==> src/rtl/hazard_forward_unit.sv <==
// rtl/hazard_forward_unit.sv - load-use stall, EX bubble insertion and EX operand forwarding selects
// Define HAZARD_STATS_EN to add the stall_cnt / fwd_cnt hazard counters.
module hazard_forward_unit #(
  parameter int REG_AW = 5,
  parameter int SEL_W  = 2
) (
  input  logic              clk,
  input  logic              rst,
  input  logic              id_valid,
  input  logic [REG_AW-1:0] id_rs1,
  input  logic [REG_AW-1:0] id_rs2,
  input  logic              id_use_rs1,
  input  logic              id_use_rs2,
  input  logic              id_we_bypass,
  input  logic              id_we_stall,
  input  logic [REG_AW-1:0] id_ws,
  input  logic              flush,
  output logic              stall,
  output logic [SEL_W-1:0]  fwd_a_sel,
  output logic [SEL_W-1:0]  fwd_b_sel,
  output logic              ex_bubble
`ifdef HAZARD_STATS_EN
  ,
  output logic [31:0]       stall_cnt,
  output logic [31:0]       fwd_cnt
`endif
);

  localparam logic [SEL_W-1:0] SEL_RF  = SEL_W'(0);
  localparam logic [SEL_W-1:0] SEL_MEM = SEL_W'(1);
  localparam logic [SEL_W-1:0] SEL_WB  = SEL_W'(2);

  logic              ex_valid, ex_we_bypass, ex_we_stall, ex_use_rs1, ex_use_rs2, ex_bub;
  logic [REG_AW-1:0] ex_ws, ex_rs1, ex_rs2;
  // we_stall only matters while the producer sits in EX, so MEM/WB do not carry it.
  logic              mem_valid, mem_we_bypass;
  logic [REG_AW-1:0] mem_ws;
  logic              wb_valid, wb_we_bypass;
  logic [REG_AW-1:0] wb_ws;
  logic              hz_a, hz_b;

  always_comb begin
    hz_a  = id_valid && id_use_rs1 && (id_rs1 != '0) && ex_valid && ex_we_stall && (ex_ws == id_rs1);
    hz_b  = id_valid && id_use_rs2 && (id_rs2 != '0) && ex_valid && ex_we_stall && (ex_ws == id_rs2);
    stall = (hz_a || hz_b) && !flush;
  end

  function automatic logic [SEL_W-1:0] pick_fwd(input logic use_r, input logic [REG_AW-1:0] rs);
    logic hit_mem, hit_wb;
    hit_mem = use_r && (rs != '0) && mem_valid && mem_we_bypass && (mem_ws == rs);
    hit_wb  = use_r && (rs != '0) && wb_valid && wb_we_bypass && (wb_ws == rs);
    if (hit_mem)     pick_fwd = SEL_MEM;
    else if (hit_wb) pick_fwd = SEL_WB;
    else             pick_fwd = SEL_RF;
  endfunction

  always_comb begin
    fwd_a_sel = pick_fwd(ex_use_rs1, ex_rs1);
    fwd_b_sel = pick_fwd(ex_use_rs2, ex_rs2);
    ex_bubble = ex_bub;
  end

  always_ff @(posedge clk) begin
    if (rst) begin
      ex_valid      <= 1'b0;
      ex_we_bypass  <= 1'b0;
      ex_we_stall   <= 1'b0;
      ex_use_rs1    <= 1'b0;
      ex_use_rs2    <= 1'b0;
      ex_bub        <= 1'b0;
      ex_ws         <= '0;
      ex_rs1        <= '0;
      ex_rs2        <= '0;
      mem_valid     <= 1'b0;
      mem_we_bypass <= 1'b0;
      mem_ws        <= '0;
      wb_valid      <= 1'b0;
      wb_we_bypass  <= 1'b0;
      wb_ws         <= '0;
    end else begin
      wb_valid      <= mem_valid;
      wb_we_bypass  <= mem_we_bypass;
      wb_ws         <= mem_ws;
      mem_valid     <= ex_valid;
      mem_we_bypass <= ex_we_bypass;
      mem_ws        <= ex_ws;
      if (flush || stall) begin
        // Bubble carries no operands or write, so it can neither forward nor be forwarded from.
        ex_valid     <= 1'b0;
        ex_we_bypass <= 1'b0;
        ex_we_stall  <= 1'b0;
        ex_use_rs1   <= 1'b0;
        ex_use_rs2   <= 1'b0;
        ex_bub       <= 1'b1;
        ex_ws        <= '0;
        ex_rs1       <= '0;
        ex_rs2       <= '0;
      end else begin
        ex_valid     <= id_valid;
        ex_we_bypass <= id_we_bypass;
        ex_we_stall  <= id_we_stall;
        ex_use_rs1   <= id_use_rs1;
        ex_use_rs2   <= id_use_rs2;
        ex_bub       <= 1'b0;
        ex_ws        <= id_ws;
        ex_rs1       <= id_rs1;
        ex_rs2       <= id_rs2;
      end
    end
  end

`ifdef HAZARD_STATS_EN
  always_ff @(posedge clk) begin
    if (rst) begin
      stall_cnt <= '0;
      fwd_cnt   <= '0;
    end else begin
      if (stall) stall_cnt <= stall_cnt + 32'd1;
      if ((fwd_a_sel != SEL_RF) || (fwd_b_sel != SEL_RF)) fwd_cnt <= fwd_cnt + 32'd1;
    end
  end
`endif

endmodule

==> config.mk <==
export PLATFORM = sky130hd
export DESIGN_NAME = hazard_forward_unit
export DESIGN_NICKNAME = d
export VERILOG_FILES = /design/src/rtl/hazard_forward_unit.sv
export SDC_FILE = /design/constraint.sdc
export NUM_CORES = 1
export LEC_CHECK = 0
export ABC_CLOCK_PERIOD_IN_PS = 2200
export CAP_MARGIN = 30
export CORE_MARGIN = 8
export CORE_UTILIZATION = 45
export CTS_CLUSTER_DIAMETER = 150
export DETAILED_ROUTE_END_ITERATION = 16
export PLACE_DENSITY = 0.81
export SYNTH_ARGS = -nofsm -noshare
export SYNTH_HDL_FRONTEND = slang
export SYNTH_SLANG_ARGS = --single-unit
==> constraint.sdc <==
create_clock -name clk -period 2.2 [get_ports clk]
set_clock_uncertainty 0.15 [all_clocks]
set_input_delay 0.44 -clock clk [delete_from_list [all_inputs] [get_ports clk]]
set_output_delay 0.44 -clock clk [all_outputs]
set_load 0.01 [all_outputs]
**Word level (Yosys, flattened, before mapping)**

Index checks and enable logic that the tools add are counted.

- Flip-flop bits (word level): 35
- Input port bits: 23
- Output and inout bits: 6
- Logic and storage cells: 59

- Eq/ne operators: 6
- Muxes and demuxes: 5
- Reduce and logical (&&, ||, !) cells: 33

Operator list:

| kind | number |
|---|---|
| $eq A5 B5 Y1 | 6 |
| $logic_and A1 B1 Y1 | 25 |
| $reduce_bool A5 Y1 | 4 |
| $mux W2 | 4 |
| $logic_or A1 B1 Y1 | 2 |
| $reduce_or A2 Y1 | 1 |
| $logic_not A1 Y1 | 1 |
| $mux W1 | 1 |

**Depth between registers and ports, before layout**

- Depth after elaboration: 9
- Depth in mapped cells: 5
- Depth with buffers taken out: 4

**Worst setup path after synthesis**

No wires, ideal clock.

- Path type: input to output
- From: input id_rs2[4]
- To: output stall
- Data arrival time: 1506 ps
- Data required time: 1610 ps
- Path slack: 104 ps
- Stages on the path: 5
- Buffers on the path: 1
- Path through: or2b_2 > nand2_1 > or4_4 > buf_6 > a21oi_1

- Longest elaborated chain between the ends: 7
- Elaborated cells on any way between the ends: 8
- Classes of those cells: 1 x eq/ne; 7 x reduce/logical

RTL lines:

| element | line | RTL |
|---|---|---|
| start: declaration | 11 | `input logic [REG_AW-1:0] id_rs2,` |
| $reduce_bool A5 Y1 | 44 | `hz_b = id_valid && id_use_rs2 && (id_rs2 != '0) && ex_valid && ex_we_stall && (ex_ws == id_rs2);` |
| $logic_and A1 B1 Y1 (3 in series) | 44 |  |
| $logic_and A1 B1 Y1 * | 44 |  |
| $logic_or A1 B1 Y1 * | 45 | `stall = (hz_a \|\| hz_b) && !flush;` |
| $logic_and A1 B1 Y1 * | 45 |  |
| end: declaration | 18 | `output logic stall,` |

Every way passes the cells marked *; elsewhere a longest branch is shown, timed or not.

**Worst setup path in the final report**

- From: register ex_rs2[1]
- To: output fwd_b_sel[1]

- Longest elaborated chain between the ends: 7
- Elaborated cells on any way between the ends: 12
- Classes of those cells: 2 x eq/ne; 2 x mux; 8 x reduce/logical

RTL lines:

| element | line | RTL |
|---|---|---|
| start: declaration | 34 | `logic [REG_AW-1:0] ex_ws, ex_rs1, ex_rs2;` |
| start signal: assignment | 107 | `ex_rs2 <= id_rs2;` |
| $reduce_bool A5 Y1 | 50, 51 |  |
| $logic_and A1 B1 Y1 | 50, 51 |  |
| $logic_and A1 B1 Y1 (3 in series) | 51 | `hit_wb = use_r && (rs != '0) && wb_valid && wb_we_bypass && (wb_ws == rs);` |
| $mux W2 | 53 | `else if (hit_wb) pick_fwd = SEL_WB;` |
| $mux W2 * | 52 | `if (hit_mem) pick_fwd = SEL_MEM;` |
| end: declaration | 20 | `output logic [SEL_W-1:0] fwd_b_sel,` |

Marked as above.

==> qor.csv <==
metric,value,unit
arrival time of the worst setup path,1.79,ns
syn avg cell area,9.846,um^2
family with the most delay on the worst path,simple AND/OR/NAND/NOR gates,
Leakage,0.001003,uW
n_diodes,0,
utilization after layout,69.49,%
DRT Pass-1 Iters,4,
die width,73.86,um
Final WS setup,-0.1814,ns
DIE AREA,5455,um^2
clock network power share,28.8,%
P_sw,301.2,uW
Bufs and invs on worst path,1,
initial antenna violation count,0,
CP max-delay cell,or4_4,
"Req. time, crit path",1.61,ns
Ports,29,
Num CTS Buffers,5,
Int Pwr,917.9,uW
final net count,240,
fmax,419.9,MHz
largest net degree at the start of global routing,21,
failing checks,negative setup slack,
PortBufs,28,
worst vdd ir,316.2,uV
CTS tree,yes,
Mapped Cells,153,
vias in the first global route,1413,
Clock Pin Slew Worst Setup and Hold Paths,0.11,ns
register area share after synthesis,46.51,%
setup TNS,-0.6078,ns
Synth top area share,46.51,%
Clock Tree Buf Depth,2,
total track usage,15.93,%
HPWL after DPL,3.013,mm
Core ar.,3284,um^2
GRT overflow,0,
Starting DRT DRC Count,55,
Critical Setup Path Class,reg2out,
routed via count,1371,
status,finished with violations,
YS warnings,0,
drt drc,0,
final WL,4.114,mm
initial core utilization,45.87,%
top cell type by total area after synthesis,dfxtp_1,
sequential power share,55.1,%
most frequent cell after synthesis,dfxtp_1,
Critical Path Fanout Max,2,
cells along the critical path,"or4_4, o21ai_4, nor4_2, nor3_1, buf_2",
WL/cell,15.64,um
Slew @ Worst Pin,0.4572,ns
Final Cycle Share,108.2,%
"Top FF cell, synth",dfxtp_1,
Comb power frac,16.1,%
max-slew violation count,0,
CTS Root Buffer Type,clkbuf_4,
Final Hold Viols,0,
Critical Path End Type,output port,
share of layout cells above drive strength 1,43.32,%
worst skew pair latency,0.32,ns
RSZ-0062 raised after global routing,yes,
Cell variety after synth,26,
GPL Wtd Cong,0.9709,
Mapped Area,1506,um^2
Area contributors post-synth,"dfxtp_1 (47%), xnor2_1 (8.7%), xor2_1 (7.0%)",
Max stage delay on crit path,0.54,ns
flop-to-flop setup slack,0.36,ns
row count,21,
switch share,24.70,%
HP Class,reg2reg,
fraction of registers with async set/reset,0,%
Synth-to-Final Area Change,51.50,%
Post-synth EDFFs,0,
Max H-tree Level,2,
number of max-cap violations,0,
Synthesized Nets,176,
"top cells by count, synth","dfxtp_1 (35), nor2b_1 (15), xnor2_1 (15)",
pwr/cell area,534.2,nW/um^2
crit path time final,2.381,ns
Setup Viol. Count Final,5,
Synth Register Bits,35,
first-pass GRT wire length,6.513,mm
Die Y,73.86,um
Detail Route Antenna Nets,0,
CP startpoint kind,flip-flop,
Slew headroom,69.24,%
# clock sinks,35,
vias per cell,5.213,
sequential cells by signal, summed over array words and instances (netlist names), 5 cells and up:
| signal | count |
|---|---|
| ex_rs1 | 5 |
| ex_rs2 | 5 |
| ex_ws | 5 |
| mem_ws | 5 |
| wb_ws | 5 |
power by group through the flow:
stage	clock network, uW	logic (uW)	registers [uW]
after floorplan	0	68.1	683
after global placement	0	159	681
after detailed placement	0	166	682
after CTS	352	176	670
after global routing	393	210	674
final	351	196	672
area by class of cell:
class                           instances  area (um^2)
Clock buffer                            6        51.30
Clock inverter                          1        5.005
Fill cell                             260         1002
Inverter                                3        11.26
Multi-Input combinational cell        109        905.9
Sequential cell                        35        711.9
Tap cell                               46        57.56
Timing Repair Buffer                   63        539.3
final timing paths:
path | startpoint | to | cells after the start
hold / removal | ex_we_bypass$_SDFF_PP0_ | mem_we_bypass$_SDFF_PP0_ | 1
hold reg to reg | ex_we_bypass$_SDFF_PP0_ | mem_we_bypass$_SDFF_PP0_ | 1
setup / recovery | ex_rs2[1]$_SDFF_PP0_ | fwd_b_sel[1] | 5
setup reg to reg | ex_ws[1]$_SDFF_PP0_ | ex_ws[1]$_SDFF_PP0_ | 6
placed cells by master (no fill, tap or decap), types with 2 or more instances in the layout:
master / netlist / routed
xnor2_1: 15 / 9
nand2_1: 12 / 12
nor2_1: 3 / 3
o21ai_4: 0 / 2
clkbuf_4: 0 / 5
clkdlybuf4s50_1: 0 / 12
nor4_2: 0 / 3
or4_4: 1 / 4
and4_1: 4 / 4
nor2b_1: 15 / 15
nor3_1: 10 / 9
buf_2: 0 / 3
xor2_1: 12 / 12
nor4_1: 6 / 2
dfxtp_2: 0 / 9
inv_1: 3 / 2
xnor2_2: 0 / 6
nand4_1: 7 / 7
and4_2: 8 / 8
buf_6: 1 / 4
buf_4: 0 / 32
dlymetal6s2s_1: 0 / 5
dfxtp_1: 35 / 26
or2b_4: 0 / 2
clkdlybuf4s15_2: 0 / 2
clkbuf_2: 0 / 3
timing repair:
action	4_1_cts	5_1_grt
resized for setup	50	33
setup buffers	4	1
endpoints found under the setup margin	5	5
hold buffers	0	0
pin swaps	15	16
metrics by stage:
stage	total power [uW]	std cells	hold WS (ns)	setup slack, ns	area [um^2]
2_1_floorplan	751.3	153	0.2638	0.1044	1506
6_report	1219	263	0.2953	-0.1814	2282
3_3_place_gp	839.8	251	0.2790	-0.7471	2039
3_5_place_dp	848.2	252	0.2878	-0.8007	2049
5_1_grt	1278	263	0.2858	-0.2506	2282
4_1_cts	1197	263	0.2967	-0.2467	2180
kinds of logic (layout without fill, tap and decap cells):
family	count (synthesis)	after routing	synth area share (%)
DFF	35	35	46.51
and+or+nand+nor	74	74	31.48
AOI/OAI and AO/OA	8	8	3.571
buffers and inverters	9	73	2.740
xor gates and xnor gates	27	27	15.70
routing by layer:
metal,track usage (%),wire [um],vias up,share of wire [%]
met3,4.502,165,14,4.0
met2,29.13,2133,37,52
met5,0,0,-,0
li1,-,-,666,-
met1,16.08,1642,654,40
met4,7.539,173,0,4.2
No activity file was read; power rests on OpenSTA's default activity.
